### src/rtl/prng_burst_scheduler_if.sv
// Client, generator and beat-output signals of the PRNG burst scheduler.
interface prng_burst_scheduler_if #(
    parameter int unsigned NUM_REQ = 4,
    parameter int unsigned DATA_W  = 32
);
    localparam int unsigned ID_W = $clog2(NUM_REQ);

    // Client side
    logic [NUM_REQ-1:0]        req;
    logic [NUM_REQ*DATA_W-1:0] seed_bus;
    logic [NUM_REQ-1:0]        gnt;

    // Generator side
    logic                      gen_in_valid;
    logic [DATA_W-1:0]         gen_seed;
    logic                      gen_busy;
    logic                      gen_out_valid;
    logic [DATA_W-1:0]         gen_rand;

    // Forwarded beats
    logic                      out_valid;
    logic [ID_W-1:0]           out_id;
    logic [DATA_W-1:0]         out_data;
    logic                      out_last;
    logic                      idle;

    // Scheduler view
    modport slave (
        input  req, seed_bus, gen_busy, gen_out_valid, gen_rand,
        output gnt, gen_in_valid, gen_seed, out_valid, out_id, out_data, out_last, idle
    );

    // Environment view (clients + generator + beat sink)
    modport master (
        output req, seed_bus, gen_busy, gen_out_valid, gen_rand,
        input  gnt, gen_in_valid, gen_seed, out_valid, out_id, out_data, out_last, idle
    );
endinterface

### src/rtl/prng_burst_scheduler.sv
// Round-robin scheduler sharing one PRNG generator among NUM_REQ requesters.
// Each grant loads one seed and forwards exactly BURST_LEN tagged beats.
module prng_burst_scheduler #(
    parameter int unsigned NUM_REQ   = 4,
    parameter int unsigned BURST_LEN = 256,
    parameter int unsigned DATA_W    = 32
) (
    input logic                   clk,
    input logic                   rst_n,
    prng_burst_scheduler_if.slave bus
);
    localparam int unsigned ID_W  = $clog2(NUM_REQ);
    localparam int unsigned CNT_W = $clog2(BURST_LEN + 1);
    localparam logic [CNT_W-1:0] LAST_CNT = CNT_W'(BURST_LEN - 1);

    typedef enum logic [1:0] {StIdle, StLoad, StRun, StDrain} state_e;

    state_e state_q, state_d;

    logic [ID_W-1:0]    rr_ptr_q, rr_ptr_d;
    logic [ID_W-1:0]    owner_q, owner_d;
    logic [CNT_W-1:0]   cnt_q, cnt_d;
    logic [NUM_REQ-1:0] gnt_q, gnt_d;
    logic               gen_in_valid_q, gen_in_valid_d;
    logic [DATA_W-1:0]  gen_seed_q, gen_seed_d;
    logic               out_valid_q, out_valid_d;
    logic [ID_W-1:0]    out_id_q, out_id_d;
    logic [DATA_W-1:0]  out_data_q, out_data_d;
    logic               out_last_q, out_last_d;
    logic               idle_q, idle_d;

    logic [DATA_W-1:0]  seeds [NUM_REQ];
    logic [ID_W-1:0]    scan_idx [NUM_REQ];
    logic               pick_found;
    logic [ID_W-1:0]    pick_idx;
    logic               last_beat;

    // Round-robin search: first active request at or after rr_ptr, wrapping
    always_comb begin
        pick_found = 1'b0;
        pick_idx   = '0;
        for (int unsigned i = 0; i < NUM_REQ; i++) begin
            seeds[i]    = bus.seed_bus[i*DATA_W +: DATA_W];
            scan_idx[i] = ID_W'((32'(rr_ptr_q) + i) % NUM_REQ);
        end
        for (int unsigned i = 0; i < NUM_REQ; i++) begin
            if (!pick_found && bus.req[scan_idx[i]]) begin
                pick_found = 1'b1;
                pick_idx   = scan_idx[i];
            end
        end
    end

    assign last_beat = bus.gen_out_valid && (cnt_q == LAST_CNT);

    // FSM state register
    always_ff @(posedge clk or negedge rst_n) begin
        if (!rst_n) begin
            state_q <= StIdle;
        end else begin
            state_q <= state_d;
        end
    end

    // FSM next-state logic
    always_comb begin
        state_d = state_q;
        case (state_q)
            StIdle:  if (pick_found) state_d = StLoad;
            StLoad:  state_d = StRun;
            StRun:   if (last_beat) state_d = StDrain;
            StDrain: if (!bus.gen_busy) state_d = StIdle;
            default: state_d = StIdle;
        endcase
    end

    // FSM outputs and datapath next values; every output leaves through a flop
    always_comb begin
        rr_ptr_d       = rr_ptr_q;
        owner_d        = owner_q;
        cnt_d          = cnt_q;
        gnt_d          = '0;
        gen_in_valid_d = 1'b0;
        gen_seed_d     = gen_seed_q;
        out_valid_d    = 1'b0;
        out_id_d       = out_id_q;
        out_data_d     = out_data_q;
        out_last_d     = 1'b0;
        idle_d         = (state_d == StIdle);
        case (state_q)
            StIdle: begin
                if (pick_found) begin
                    gnt_d[pick_idx] = 1'b1;
                    gen_in_valid_d  = 1'b1;
                    gen_seed_d      = seeds[pick_idx];
                    owner_d         = pick_idx;
                    rr_ptr_d        = (32'(pick_idx) == NUM_REQ - 1) ? '0 : pick_idx + ID_W'(1);
                end
            end
            StLoad: cnt_d = '0;
            StRun: begin
                if (bus.gen_out_valid) begin
                    out_valid_d = 1'b1;
                    out_data_d  = bus.gen_rand;
                    out_id_d    = owner_q;
                    out_last_d  = last_beat;
                    cnt_d       = cnt_q + CNT_W'(1);
                end
            end
            default: ;
        endcase
    end

    // Datapath and output registers
    always_ff @(posedge clk or negedge rst_n) begin
        if (!rst_n) begin
            rr_ptr_q       <= '0;
            owner_q        <= '0;
            cnt_q          <= '0;
            gnt_q          <= '0;
            gen_in_valid_q <= 1'b0;
            gen_seed_q     <= '0;
            out_valid_q    <= 1'b0;
            out_id_q       <= '0;
            out_data_q     <= '0;
            out_last_q     <= 1'b0;
            idle_q         <= 1'b1;
        end else begin
            rr_ptr_q       <= rr_ptr_d;
            owner_q        <= owner_d;
            cnt_q          <= cnt_d;
            gnt_q          <= gnt_d;
            gen_in_valid_q <= gen_in_valid_d;
            gen_seed_q     <= gen_seed_d;
            out_valid_q    <= out_valid_d;
            out_id_q       <= out_id_d;
            out_data_q     <= out_data_d;
            out_last_q     <= out_last_d;
            idle_q         <= idle_d;
        end
    end

    assign bus.gnt          = gnt_q;
    assign bus.gen_in_valid = gen_in_valid_q;
    assign bus.gen_seed     = gen_seed_q;
    assign bus.out_valid    = out_valid_q;
    assign bus.out_id       = out_id_q;
    assign bus.out_data     = out_data_q;
    assign bus.out_last     = out_last_q;
    assign bus.idle         = idle_q;
endmodule

### src/flat_wrapper.sv
// flat-port wrapper written by rule: the top's interface ports become plain ports
module prng_burst_scheduler_flat 
#(
    parameter int unsigned NUM_REQ   = 4,
    parameter int unsigned BURST_LEN = 256,
    parameter int unsigned DATA_W    = 32
)
  (clk, rst_n, bus_req, bus_seed_bus, bus_gen_busy, bus_gen_out_valid, bus_gen_rand, bus_gnt, bus_gen_in_valid, bus_gen_seed, bus_out_valid, bus_out_id, bus_out_data, bus_out_last, bus_idle);
  prng_burst_scheduler_if #(.NUM_REQ(NUM_REQ), .DATA_W(DATA_W)) bus_i ();
  input logic clk;
  input logic rst_n;
  input wire logic [$bits(bus_i.req)-1:0] bus_req;
  input wire logic [$bits(bus_i.seed_bus)-1:0] bus_seed_bus;
  input wire logic [$bits(bus_i.gen_busy)-1:0] bus_gen_busy;
  input wire logic [$bits(bus_i.gen_out_valid)-1:0] bus_gen_out_valid;
  input wire logic [$bits(bus_i.gen_rand)-1:0] bus_gen_rand;
  output wire logic [$bits(bus_i.gnt)-1:0] bus_gnt;
  output wire logic [$bits(bus_i.gen_in_valid)-1:0] bus_gen_in_valid;
  output wire logic [$bits(bus_i.gen_seed)-1:0] bus_gen_seed;
  output wire logic [$bits(bus_i.out_valid)-1:0] bus_out_valid;
  output wire logic [$bits(bus_i.out_id)-1:0] bus_out_id;
  output wire logic [$bits(bus_i.out_data)-1:0] bus_out_data;
  output wire logic [$bits(bus_i.out_last)-1:0] bus_out_last;
  output wire logic [$bits(bus_i.idle)-1:0] bus_idle;
  assign bus_i.req = bus_req;
  assign bus_i.seed_bus = bus_seed_bus;
  assign bus_i.gen_busy = bus_gen_busy;
  assign bus_i.gen_out_valid = bus_gen_out_valid;
  assign bus_i.gen_rand = bus_gen_rand;
  assign bus_gnt = bus_i.gnt;
  assign bus_gen_in_valid = bus_i.gen_in_valid;
  assign bus_gen_seed = bus_i.gen_seed;
  assign bus_out_valid = bus_i.out_valid;
  assign bus_out_id = bus_i.out_id;
  assign bus_out_data = bus_i.out_data;
  assign bus_out_last = bus_i.out_last;
  assign bus_idle = bus_i.idle;
  prng_burst_scheduler #(.NUM_REQ(NUM_REQ), .BURST_LEN(BURST_LEN), .DATA_W(DATA_W)) u_core (.clk(clk), .rst_n(rst_n), .bus(bus_i));
endmodule
### config.mk
export PLATFORM = sky130hd
export DESIGN_NAME = prng_burst_scheduler_flat
export DESIGN_NICKNAME = d
export VERILOG_FILES = /design/src/rtl/prng_burst_scheduler_if.sv /design/src/rtl/prng_burst_scheduler.sv /design/src/flat_wrapper.sv
export SDC_FILE = /design/constraint.sdc
export NUM_CORES = 1
export LEC_CHECK = 0
export ABC_AREA = 1
export BUFFER_PORTS_ARGS = -buffer_cell sky130_fd_sc_hd__buf_2
export CAP_MARGIN = 20
export CORE_MARGIN = 2
export CORE_UTILIZATION = 30
export CTS_CLUSTER_SIZE = 16
export DETAILED_ROUTE_END_ITERATION = 12
export SLEW_MARGIN = 30
export SYNTH_ARGS = -nofsm -noshare
export SYNTH_HDL_FRONTEND = slang
export SYNTH_SLANG_ARGS = --single-unit
### constraint.sdc
create_clock -name clk -period 4 [get_ports clk]
set_input_delay 0.2 -clock clk [delete_from_list [all_inputs] [get_ports clk]]
set_output_delay 0.2 -clock clk [all_outputs]
set_load 0.02 [all_outputs]
# Word-level counts from Yosys, hierarchy flattened
# Cells that the tools add are included.
# W data, S select, Z words.
# op_classes
addsub	5
order_cmp	7
n_eq_ne	6
n_mux	36
n_bitwise	1
n_reduce_logical	14
# op_table
cell	count
$bmux W32 S2	1
$mux W32	2
$pmux W9 S2	1
$mux W2	8
$lt A2 B3 Y1 const B	5
$mux W1	15
$add A9 B1 Y9 const B	1
$eq A9 B8 Y1 const B	1
$mux W9	1
$bmux W1 S2	4
$mux W4	2
$pmux W2 S4	1
$eq A2 B2 Y1 const B	3
$reduce_and A2 Y1	3
$logic_and A1 B1 Y1	5
$add A2 B1 Y2 const B	2
$add A2 B2 Y2 const B	2
$logic_not A2 Y1	2
$ge A3 B3 Y1 const B	1
$logic_not A1 Y1	3
$not A2 Y3	1
$demux W1 S2	1
$eq A2 B1 Y1 const B	1
$ge A2 B1 Y1 const B	1
2 further kinds	2
# totals
ff_bits	89
in_bits	168
out_inout_bits	74
wordCells	81

# Longest topological paths before layout
# Gate-level depths: netlist of run 1.
# logic_depth
ltp_word	18
ltp_mapped	18
ltp_nobuf	16

# Worst setup path after synthesis of run 1
# No wires, ideal clock.
# synth_path
kind	reg-to-reg
startpoint	register u_core.rr_ptr_q[0]
endpoint	register u_core.gen_seed_q[25] (netlist: u_core.bus.gen_seed[25])
setup_time_ps	117
arrival_time_ps	1628
t_required_ps	3883
path_slack_ps	2255
stages_incl_launch_ff	16
path_buffers	3
synth_period_minus_slack_ps	1745
cell_sequence	dfrtp_1 -> buf_6 -> nand2_1 -> nand3_2 -> nand2_2 -> inv_2 -> nand2_1 -> nand2_2 -> buf_2 -> buf_2 -> nand3_1 -> nand2_1 -> nand2_1 -> nand2_1 -> nand2_1 -> nand2_1
# synth_between
elab_chain_cells	16
word_cells_on_any_way	30
classes_between	add/sub (3); mux (19); bitwise (1); reduce/logical (7)
# synth_rtl
item	line	text
start, declared	prng_burst_scheduler.sv:20	logic [ID_W-1:0] rr_ptr_q, rr_ptr_d;
start signal, assigned	prng_burst_scheduler.sv:129	rr_ptr_q <= rr_ptr_d;
branches (longest 16 deep; another with $add A2 B1 Y2)	--	
end signal, assigned	prng_burst_scheduler.sv:134	gen_seed_q <= gen_seed_d;
end, declared	prng_burst_scheduler.sv:25	logic [DATA_W-1:0] gen_seed_q, gen_seed_d;
# Several ways; the timed one is not identified. The select of a mux whose other input is x is not followed.
# A chain may end at the register's enable or synchronous reset.

# Worst setup path after layout of run 1
# layout_path
startpoint	register u_core.rr_ptr_q[0]
endpoint	register u_core.gen_seed_q[18] (netlist: u_core.bus.gen_seed[18])
# Same word-level chain as after synthesis.

==> results of run 1 <==
registers in the layout, indices dropped and copies added, names as in the netlist:
register,cells
u_core.bus.out_data,32
u_core.bus.gen_seed,32
u_core.state_q,2
u_core.bus.gnt,4
u_core.bus.out_valid,1
u_core.cnt_q,9
u_core.bus.out_last,1
u_core.owner_q,2
u_core.bus.gen_in_valid,1
u_core.bus.out_id,2
u_core.bus.idle,1
u_core.rr_ptr_q,2
power groups by stage:
stage          clock network (W)  logic (W)  registers (W)
2_1_floorplan                  0    0.00271        0.00197
3_3_place_gp                   0    0.00412        0.00158
3_5_place_dp                   0    0.00414        0.00158
4_1_cts                 0.000919    0.00415        0.00157
5_1_grt                 0.000955    0.00464        0.00162
6_report                0.000889    0.00408        0.00157
cell usage after synthesis (all sizes together):
cell    count
o22ai       2
nand2     405
inv        94
nor2       18
ha          2
o21ai      14
buf        29
a22o        1
o31ai       1
nand3     110
clkbuf     13
dfrtp      88
nor3        2
a21oi       1
clkinv      1
o21a        1
o211ai      1
dfstp       1
layer usage:
layer  wire length, µm  vias up  global-route usage [%]  part of all wire (%)
li1                  -     2811                       -                     -
met1              7260     2294                    23.3                    45
met2              7410      231                    29.8                    46
met3              1300       14                    4.08                   8.0
met4               137        0                    4.86                  0.85
met5                 0        -                       0                     0
critical path: stages (launching register included):
cell and delay [ns]:
dfrtp_1 0.58, inv_2 0.14, nand2_1 0.08, nand2_1 0.08
nand2_1 0.09, nand2_2 0.07, nor2_4 0.11, nand3_2 0.09
nand2_2 0.09, buf_4 0.57, nand3_1 0.20, nand2_1 0.12
nand2_1 0.06, nand2_1 0.08, nand2_1 0.05, nand2_1 0.08
through the flow:
step | power (W) | cells | area [µm²] | utilization (%)
2_1_floorplan | 0.00468 | 784 | 5160 | -
3_3_place_gp | 0.00571 | 1210 | 6470 | 38.7
3_5_place_dp | 0.00572 | 1210 | 6470 | 38.7
4_1_cts | 0.00664 | 1227 | 6790 | 40.6
5_1_grt | 0.00722 | 1227 | 6790 | 40.6
6_report | 0.00654 | 1227 | 6790 | 40.6
logic make-up after synthesis:
group / share of synthesized area (%)
simple gates: 42.4
buf+inv: 11.7
flops: 43.1
compound gates: 2.30
fa+ha+maj: 0.484
final timing paths:
path	startpoint	endpoint	slack, ns	cells after the start
min in group asynchronous	rst_n	u_core.bus.out_id[1]	0.43	2
worst min register to register	u_core.bus.gen_seed[27]	u_core.bus.gen_seed[27]	0.47	2
worst max register to register	u_core.rr_ptr_q[0]	u_core.bus.gen_seed[18]	1.42	15
worst max-delay path	u_core.rr_ptr_q[0]	u_core.bus.gen_seed[18]	1.42	15
worst min-delay path	bus_gen_rand[3]	u_core.bus.out_data[3]	0.04	3
max in group asynchronous	rst_n	u_core.bus.gen_seed[17]	2.62	3
cell type report:
class | instances | area [µm²] | share of cell area, %
clock buffer | 9 | 225 | 3.32
sequential | 89 | 2230 | 32.8
clock inverter | 7 | 82.6 | 1.22
multi-input combinational | 558 | 2330 | 34.4
tap | 220 | 275 | 4.06
timing repair buffer | 249 | 1280 | 18.9
inverter | 95 | 358 | 5.27
==> impl_metrics.json, run 1 <==
{
  "status": "complete, no violations",
  "sequentialPowerShare_pct": 24.0,
  "clockBufferDepth": 2,
  "slew_headroom_pct": 48.0,
  "portBuffers": 241,
  "synthCells": 784,
  "die_height_um": 135,
  "yosysWarnings": 0,
  "clock-sinks": 89,
  "grt_pass1_vias": 5085,
  "finalWeightedCongestion": 0.818,
  "fmax_mhz": 388,
  "p_leak_nw": 4.24,
  "skew_ns": 0.00742,
  "antenna_found_initial": 0,
  "grt-ovfl-total": 0,
  "cts-resized-gates": 0,
  "insertion_delay_ns": 0.34,
  "antenna_violating_nets_post_route": 0,
  "die_width_um": 135,
  "hold_viol": 0,
  "io-pin-count": 242,
  "clk_pin_slew_ns": 0.07,
  "viasPerCell": 4.36,
  "combPwrFrac_pct": 62.4,
  "netlist_top_cells_area": "dfrtp_1 (43%), nand2_1 (29%), nand3_1 (10%), inv_1 (6.5%), buf_2 (1.6%)",
  "yosys.area.top_type": "dfrtp_1",
  "drtIter0Drc": 239,
  "cts_max_level": 3,
  "dr.pass1.iters": 6,
  "p_clk_share_pct": 13.6,
  "finalWirelength_mm": 16.1,
  "place_ws_ns": 1.46,
  "synth_top_area_share_pct": 42.6,
  "drv_slew": 0,
  "powerDensity_nw_per_um2": 963,
  "critPathLaunchType": "flop",
  "rsz0062_at_grt": "false",
  "start_util_pct": 30.9,
  "via_count": 5350,
  "cap_viol_max_count": 0,
  "drc_errors": 0,
  "design.die.area_um2": 18300,
  "ir_drop_mv": 0.928,
  "hold_buffers": 1,
  "whs_ns": 0.0449,
  "cts_root_buffer": "clkbuf_16",
  "setup_viol_count_final": 0,
  "final.setup.tns_ns": 0,
  "fillers": 1822,
  "syn_avg_cell_area_um2": 6.59,
  "rows": 47,
  "grt_max_degree": 67,
  "worstSetupEndpointType": "flop",
  "cts_setup_buffers": 0,
  "drive_gt1_share_pct": 28.0,
  "grtUsageTotal_pct": 17.8,
  "synthesis.nets": 954,
  "path_max_fanout": 66,
  "n_antenna_cell": 0,
  "p_sw_w": 0.00344,
  "hold_path.class": "in -> reg",
  "core_area_um2": 16700,
  "intPower_w": 0.00310,
  "fin_crit_sh_pct": 64.4,
  "synth_cell_types": 27,
  "crit_arrival_ns": 2.86,
  "synth_area_um2": 5160,
  "numCtsBuffers": 9,
  "hpwl_mm": 11.3,
  "grt_pass1_wl_mm": 25.7,
  "timing.final.crit_period_ns": 2.58,
  "path_class": "reg -> reg",
  "worstPathRequired_ns": 4.29,
  "cts_tree": "built",
  "synth.yosys.seq_area_share_pct": 43.1,
  "worstMarginPinSlew_ns": 0.780,
  "ys_ff_latch": 89,
  "wire_per_inst_um": 13.1,
  "netSwitchingFraction_pct": 52.6,
  "fin_ws_ns": 1.42,
  "synthToLayoutAreaGrowth_pct": 31.4,
  "nets": 1172,
  "final_cell_mix": "nand2_1 (399), buf_2 (240), nand3_1 (108), inv_1 (89), dfrtp_1 (88)",
  "final_common_cell": "nand2_1"
}
Note: power is estimated with default switching activity, not from simulation.
==> inputs of run 2 (changes only) <==
ABC_AREA = 0   (was 1)
clock period = 2.4 ns   (was 4 ns; I/O delays follow)
==> impl_metrics.json, run 2 <==
{
  "grtUsageTotal_pct": 17.4,
  "clockBufferDepth": 2,
  "clk_pin_slew_ns": 0.06,
  "yosysWarnings": 0,
  "synth_compound_area_share_pct": 15.1,
  "synthCells": 464,
  "p_sw_w": 0.00313,
  "nets": 893,
  "netSwitchingFraction_pct": 42.7,
  "netlist_top_cells_area": "dfrtp_1 (49%), nand2_1 (9.6%), mux2i_1 (7.1%), a221oi_1 (6.3%), and2_1 (5.0%)",
  "critPathBufInv": 1,
  "timing.final.crit_period_ns": 1.99,
  "slew_headroom_pct": 62.7,
  "ys_ff_latch": 89,
  "p_clk_share_pct": 18.7,
  "synth_mux_area_share_pct": 7.39,
  "powerDensity_nw_per_um2": 1140,
  "whs_ns": 0.0263,
  "intPower_w": 0.00420,
  "combPwrFrac_pct": 46.7,
  "synthSimpleGateAreaFrac_pct": 21.6,
  "synth_cell_types": 41,
  "worstSetupEndpointType": "flop",
  "start_util_pct": 30.7,
  "synthesis.nets": 634,
  "path_class": "reg -> reg",
  "synth-xor-area-share_pct": 0.391,
  "core_area_um2": 14600,
  "drc_errors": 0,
  "path_cells": "nor2_1 -> nand2b_1 -> inv_2 -> nand3_4 -> a221oi_1 -> a211oi_2",
  "clock-sinks": 89,
  "cts_setup_buffers": 0,
  "cts_max_level": 3,
  "cp_slowest_stage_delay_ns": 0.44,
  "grt_pass1_vias": 4560,
  "rows": 44,
  "cts_tree": "built",
  "grt-ovfl-total": 0,
  "final_cell_mix": "buf_2 (240), nand2_1 (115), dfrtp_1 (88), nor2_1 (38), and2_1 (36)",
  "drive_gt1_share_pct": 38.2,
  "register_area_um2": 2230,
  "crit_family": "simple AND/OR/NAND/NOR gates",
  "fillers": 1409,
  "hold_viol": 0,
  "status": "complete, no violations",
  "synth_area_um2": 4480,
  "die_width_um": 126,
  "via_count": 4368,
  "antenna_found_initial": 1,
  "synth_top_area_share_pct": 49.1,
  "place_ws_ns": 0.386,
  "fmax_mhz": 503,
  "wire_per_inst_um": 15.2,
  "numCtsBuffers": 9,
  "hold_path.class": "in -> reg",
  "fin_crit_sh_pct": 82.8,
  "finalWeightedCongestion": 0.824,
  "yosys.area.top_type": "dfrtp_1",
  "multi_input_area_um2": 2030,
  "drtIter0Drc": 156,
  "worstMarginPinSlew_ns": 0.559,
  "crit_arrival_ns": 2.20,
  "yosysMostFrequentCell": "nand2_1",
  "p_leak_nw": 3.28,
  "synth_ff_type": "dfrtp_1",
  "crit_slowest_cell": "a221oi_1",
  "final_common_cell": "buf_2",
  "syn_avg_cell_area_um2": 9.66,
  "viasPerCell": 4.78,
  "worstPathRequired_ns": 2.61,
  "rsz0062_at_grt": "false",
  "grt_pass1_wl_mm": 22.0,
  "sequentialPowerShare_pct": 34.6,
  "yosys-top-cells-count": "nand2_1 (115), dfrtp_1 (88), nor2_1 (38)",
  "antenna_violating_nets_post_route": 0,
  "cap_viol_max_count": 0,
  "critPathLaunchType": "flop",
  "drv_slew": 0,
  "setup_viol_count_final": 0,
  "hpwl_mm": 10.2,
  "path_max_fanout": 34,
  "synth.yosys.seq_area_share_pct": 49.7,
  "design.die.area_um2": 15900,
  "portBuffers": 241,
  "grt_max_degree": 50,
  "finalWirelength_mm": 13.9,
  "final.setup.tns_ns": 0,
  "synth_top_family_by_area": "simple AND/OR/NAND/NOR gates",
  "synthToLayoutAreaGrowth_pct": 43.3,
  "ir_drop_mv": 0.358,
  "synth_edf_count": 0,
  "die_height_um": 126,
  "fin_ws_ns": 0.414,
  "insertion_delay_ns": 0.34,
  "synthArstFlopShare_pct": 100,
  "cts_root_buffer": "clkbuf_16",
  "synthAdderAreaFrac_pct": 0.558,
  "io-pin-count": 242,
  "dr.pass1.iters": 4,
  "skew_ns": 0.0106
}
-- run 2: cell types whose count changed in the layout (fill, tap and decap cells not counted), moves of 23 or more --
| cell | change |
|---|---|
| and2_1 | +36 |
| dlygate4sd3_1 | +30 |
| nand3_1 | -101 |
| nor2_1 | +23 |
| a211oi_1 | +25 |
| a221oi_1 | +32 |
| mux2i_1 | +32 |
| nand2_1 | -284 |
| inv_1 | -84 |
-- run 2: tightest hold or removal path, delay by kind of cell --
kind / cells / cell delay (ns)
simple gates: 2 / 0.12
buf+inv: 1 / 0.08
-- run 2: power by group through the flow --
| stage | combinational [W] | sequential [W] | clock, W |
|---|---|---|---|
| finish | 0.00342 | 0.00253 | 0.00137 |
| global route | 0.00377 | 0.00262 | 0.00147 |
| CTS | 0.00347 | 0.00254 | 0.00142 |
| detailed placement | 0.00344 | 0.00255 | 0 |
| global placement | 0.00336 | 0.00254 | 0 |
| floorplan | 0.00162 | 0.00320 | 0 |
-- run 2: through the flow --
step | instance area [µm²] | utilization (%) | power [W] | std cells
2_1_floorplan | 4480 | - | 0.00482 | 464
6_report | 6420 | 44.0 | 0.00733 | 913
3_5_place_dp | 5830 | 40.0 | 0.00598 | 865
3_3_place_gp | 5830 | 40.0 | 0.00590 | 865
4_1_cts | 6420 | 44.0 | 0.00743 | 912
5_1_grt | 6420 | 44.0 | 0.00786 | 912
-- run 2: routing by layer --
metal	part of all wire, %	vias up	global-route usage [%]
met5	0	-	0
met4	1.9	0	6.98
met3	7.6	21	3.91
met2	50	190	31.5
met1	41	2025	19.7
li1	-	2132	-
-- run 2: what timing repair did --
item | 4_1_cts | 5_1_grt
endpoints found under the hold margin | 70 | 0
gates resized for setup | 0 | 0
hold buffers | 31 | 0
-- run 2: logic make-up (layout without fill, tap and decap cells) --
group | Yosys count | count (layout)
other | 0 | 1
xor gates and xnor gates | 2 | 2
DFF | 89 | 89
AOI/OAI and AO/OA | 83 | 83
buffers and inverters | 41 | 305
and+or+nand+nor | 214 | 214
adders and majority gates | 2 | 2
muxes | 33 | 33
-- run 2: cell type report --
| cell class | instances | area share [%] |
|---|---|---|
| Timing Repair Buffer | 283 | 25.3 |
| Clock buffer | 13 | 3.74 |
| Clock inverter | 3 | 0.662 |
| Inverter | 6 | 0.351 |
| Sequential cell | 89 | 34.7 |
| Tap cell | 184 | 3.58 |
| Antenna cell | 1 | 0.0389 |
| Multi-Input combinational cell | 334 | 31.6 |
-- run 2: path summary, 6_finish.rpt --
path | start | to | slack, ns | cells after the start
setup / recovery | u_core.state_q[1] | u_core.bus.gen_seed[7] | 0.41 | 6
hold / removal | bus_gen_rand[0] | u_core.bus.out_data[0] | 0.03 | 3
setup reg to reg | u_core.state_q[1] | u_core.bus.gen_seed[7] | 0.41 | 6
hold reg to reg | u_core.bus.out_data[16] | u_core.bus.out_data[16] | 0.47 | 2
max in group asynchronous | rst_n | u_core.bus.idle | 1.40 | 3
min in group asynchronous | rst_n | u_core.bus.out_data[23] | 0.31 | 2
==> inputs of run 3 (changes only) <==
clock period = 1.8 ns   (was 2.4 ns; I/O delays follow)
==> impl_metrics.json, run 3 (synthesized netlist as in run 2, its figures left out) <==
{
  "clockBufferDepth": 2,
  "core_area_um2": 14600,
  "synthToLayoutAreaGrowth_pct": 48.3,
  "fin_crit_sh_pct": 97.9,
  "rr_startpoint": "u_core.rr_ptr_q[1]",
  "skew_ns": 0.00681,
  "cts_root_buffer": "clkbuf_16",
  "numCtsBuffers": 9,
  "wire_per_inst_um": 15.4,
  "final_cell_mix": "buf_2 (240), nand2_1 (115), dfrtp_1 (88), nor2_1 (38), and2_1 (36)",
  "cts_max_level": 3,
  "clk_pin_slew_ns": 0.06,
  "antenna_found_initial": 0,
  "whs_path_depth": 3,
  "crit_arrival_ns": 1.98,
  "powerDensity_nw_per_um2": 1510,
  "finalWeightedCongestion": 0.796,
  "cap_viol_max_count": 0,
  "cp-startpoint": "u_core.rr_ptr_q[1]",
  "final_common_cell": "buf_2",
  "drc_errors": 0,
  "die_height_um": 126,
  "cts_tree": "built",
  "cts_setup_buffers": 0,
  "hpwl_mm": 10.2,
  "worstHoldStart": "bus_gen_busy",
  "rows": 44,
  "finalWirelength_mm": 14.2,
  "antenna_violating_nets_post_route": 0,
  "worstMarginPinSlew_ns": 0.476,
  "status": "complete, no violations",
  "drtIter0Drc": 155,
  "hold_path.class": "in -> reg",
  "worstSetupEndpointType": "flop",
  "grt_pass1_vias": 4465,
  "worstPathRequired_ns": 2.02,
  "die_width_um": 126,
  "place_ws_ns": 0.0167,
  "path_max_fanout": 32,
  "slew_headroom_pct": 68.3,
  "setup_viol_count_final": 0,
  "fillers": 1345,
  "grtUsageTotal_pct": 17.5,
  "fin_ws_ns": 0.0373,
  "worst-r2r-cell-count": 6,
  "nets": 903,
  "io-pin-count": 242,
  "dr.pass1.iters": 4,
  "design_area_um2": 6650,
  "design.die.area_um2": 15900,
  "reg2reg_slack_ns": 0.04,
  "grt_pass1_wl_mm": 22.0,
  "via_count": 4419,
  "p_leak_nw": 3.38,
  "portBuffers": 241,
  "insertion_delay_ns": 0.34,
  "place.detailed.instances": 873,
  "drive_gt1_share_pct": 40.7,
  "ir_drop_mv": 0.743,
  "clock-sinks": 89,
  "fmax_mhz": 567,
  "hold_path_end": "u_core.state_q[1]",
  "path_class": "reg -> reg",
  "n_antenna_cell": 0,
  "timing.final.crit_period_ns": 1.76,
  "rsz0062_at_grt": "true",
  "start_util_pct": 30.7,
  "viasPerCell": 4.79,
  "r2r-end": "u_core.bus.gen_seed[27]",
  "fin_cells": 922,
  "final.setup.tns_ns": 0,
  "critPathLaunchType": "flop",
  "dpl-instance-area_um2": 5950,
  "hold_viol": 0,
  "grt_max_degree": 90,
  "drv_slew": 0,
  "grt-ovfl-total": 0
}
## run 3: changes by cell type in the layout (fill, tap and decap cells not counted), moves of 2 or more
cell,before,now
buf_12,2,7
dlygate4sd3_1,31,33
clkbuf_8,0,2
a221oi_2,0,10
a221oi_1,32,21
buf_4,10,12
## run 3: worst max-delay path: stages (launching register included)
cell      delay (ns)
dfrtp_1         0.40
mux2_2          0.36
nand2_2         0.10
nand3_4         0.12
buf_12          0.21
a221oi_1        0.35
a211oi_2        0.07
## run 3: area by class of cell
class	instances	area (µm²)	share of cell area [%]
flip-flops and latches	89	2230	33.5
multi-input cells	334	2120	31.9
repair buffers	293	1770	26.7
clock buffers	14	264	3.97
well taps	184	230	3.46
inverters	6	22.5	0.339
clock inverters	2	12.5	0.188
## run 3: through the flow
stage	hold slack, ns	utilization, %	total power (W)
2_1_floorplan	-0.206	-	0.00643
4_1_cts	0.0161	45.0	0.0100
5_1_grt	0.0374	45.6	0.0107
6_report	0.0237	45.6	0.0100
3_5_place_dp	0.179	40.8	0.00816
3_3_place_gp	0.173	40.8	0.00803
## run 3: worst max-delay path by stage
stage / to / slack (ns) / depth (start not counted)
5_1_grt: u_core.bus.gen_seed[4] / -0.05 / 7
3_5_place_dp: u_core.bus.gen_seed[30] / 0.02 / 6
3_3_place_gp: u_core.bus.gen_seed[28] / 0.09 / 6
6_report: u_core.bus.gen_seed[27] / 0.04 / 6
4_1_cts: u_core.bus.gen_seed[30] / 0.01 / 6
2_1_floorplan: u_core.bus.gen_seed[27] / 0.13 / 7
## run 3: power by group
group / switching [W] / total (W) / leakage [nW] / internal, W
logic: 0.00303 / 0.00487 / 2.17 / 0.00185
registers: 0.000508 / 0.00338 / 1.07 / 0.00287
clock network: 0.000749 / 0.00176 / 0.133 / 0.00101
total: 0.00428 / 0.0100 / 3.38 / 0.00573
## run 3: timing repair
action                                  CTS  global route
endpoints found under the setup margin    0            25
resized for setup                         0            15
hold endpoints to repair                120             0
hold buffers                             33             0
## run 3: per-layer routing
metal  track usage, %  wire length [µm]  vias to the layer above
li1                 -                 -                     2152
met1             20.3              5750                     2053
met2             31.1              7080                      194
met3             4.33              1080                       20
met4             6.33               274                        0
met5                0                 0                        -
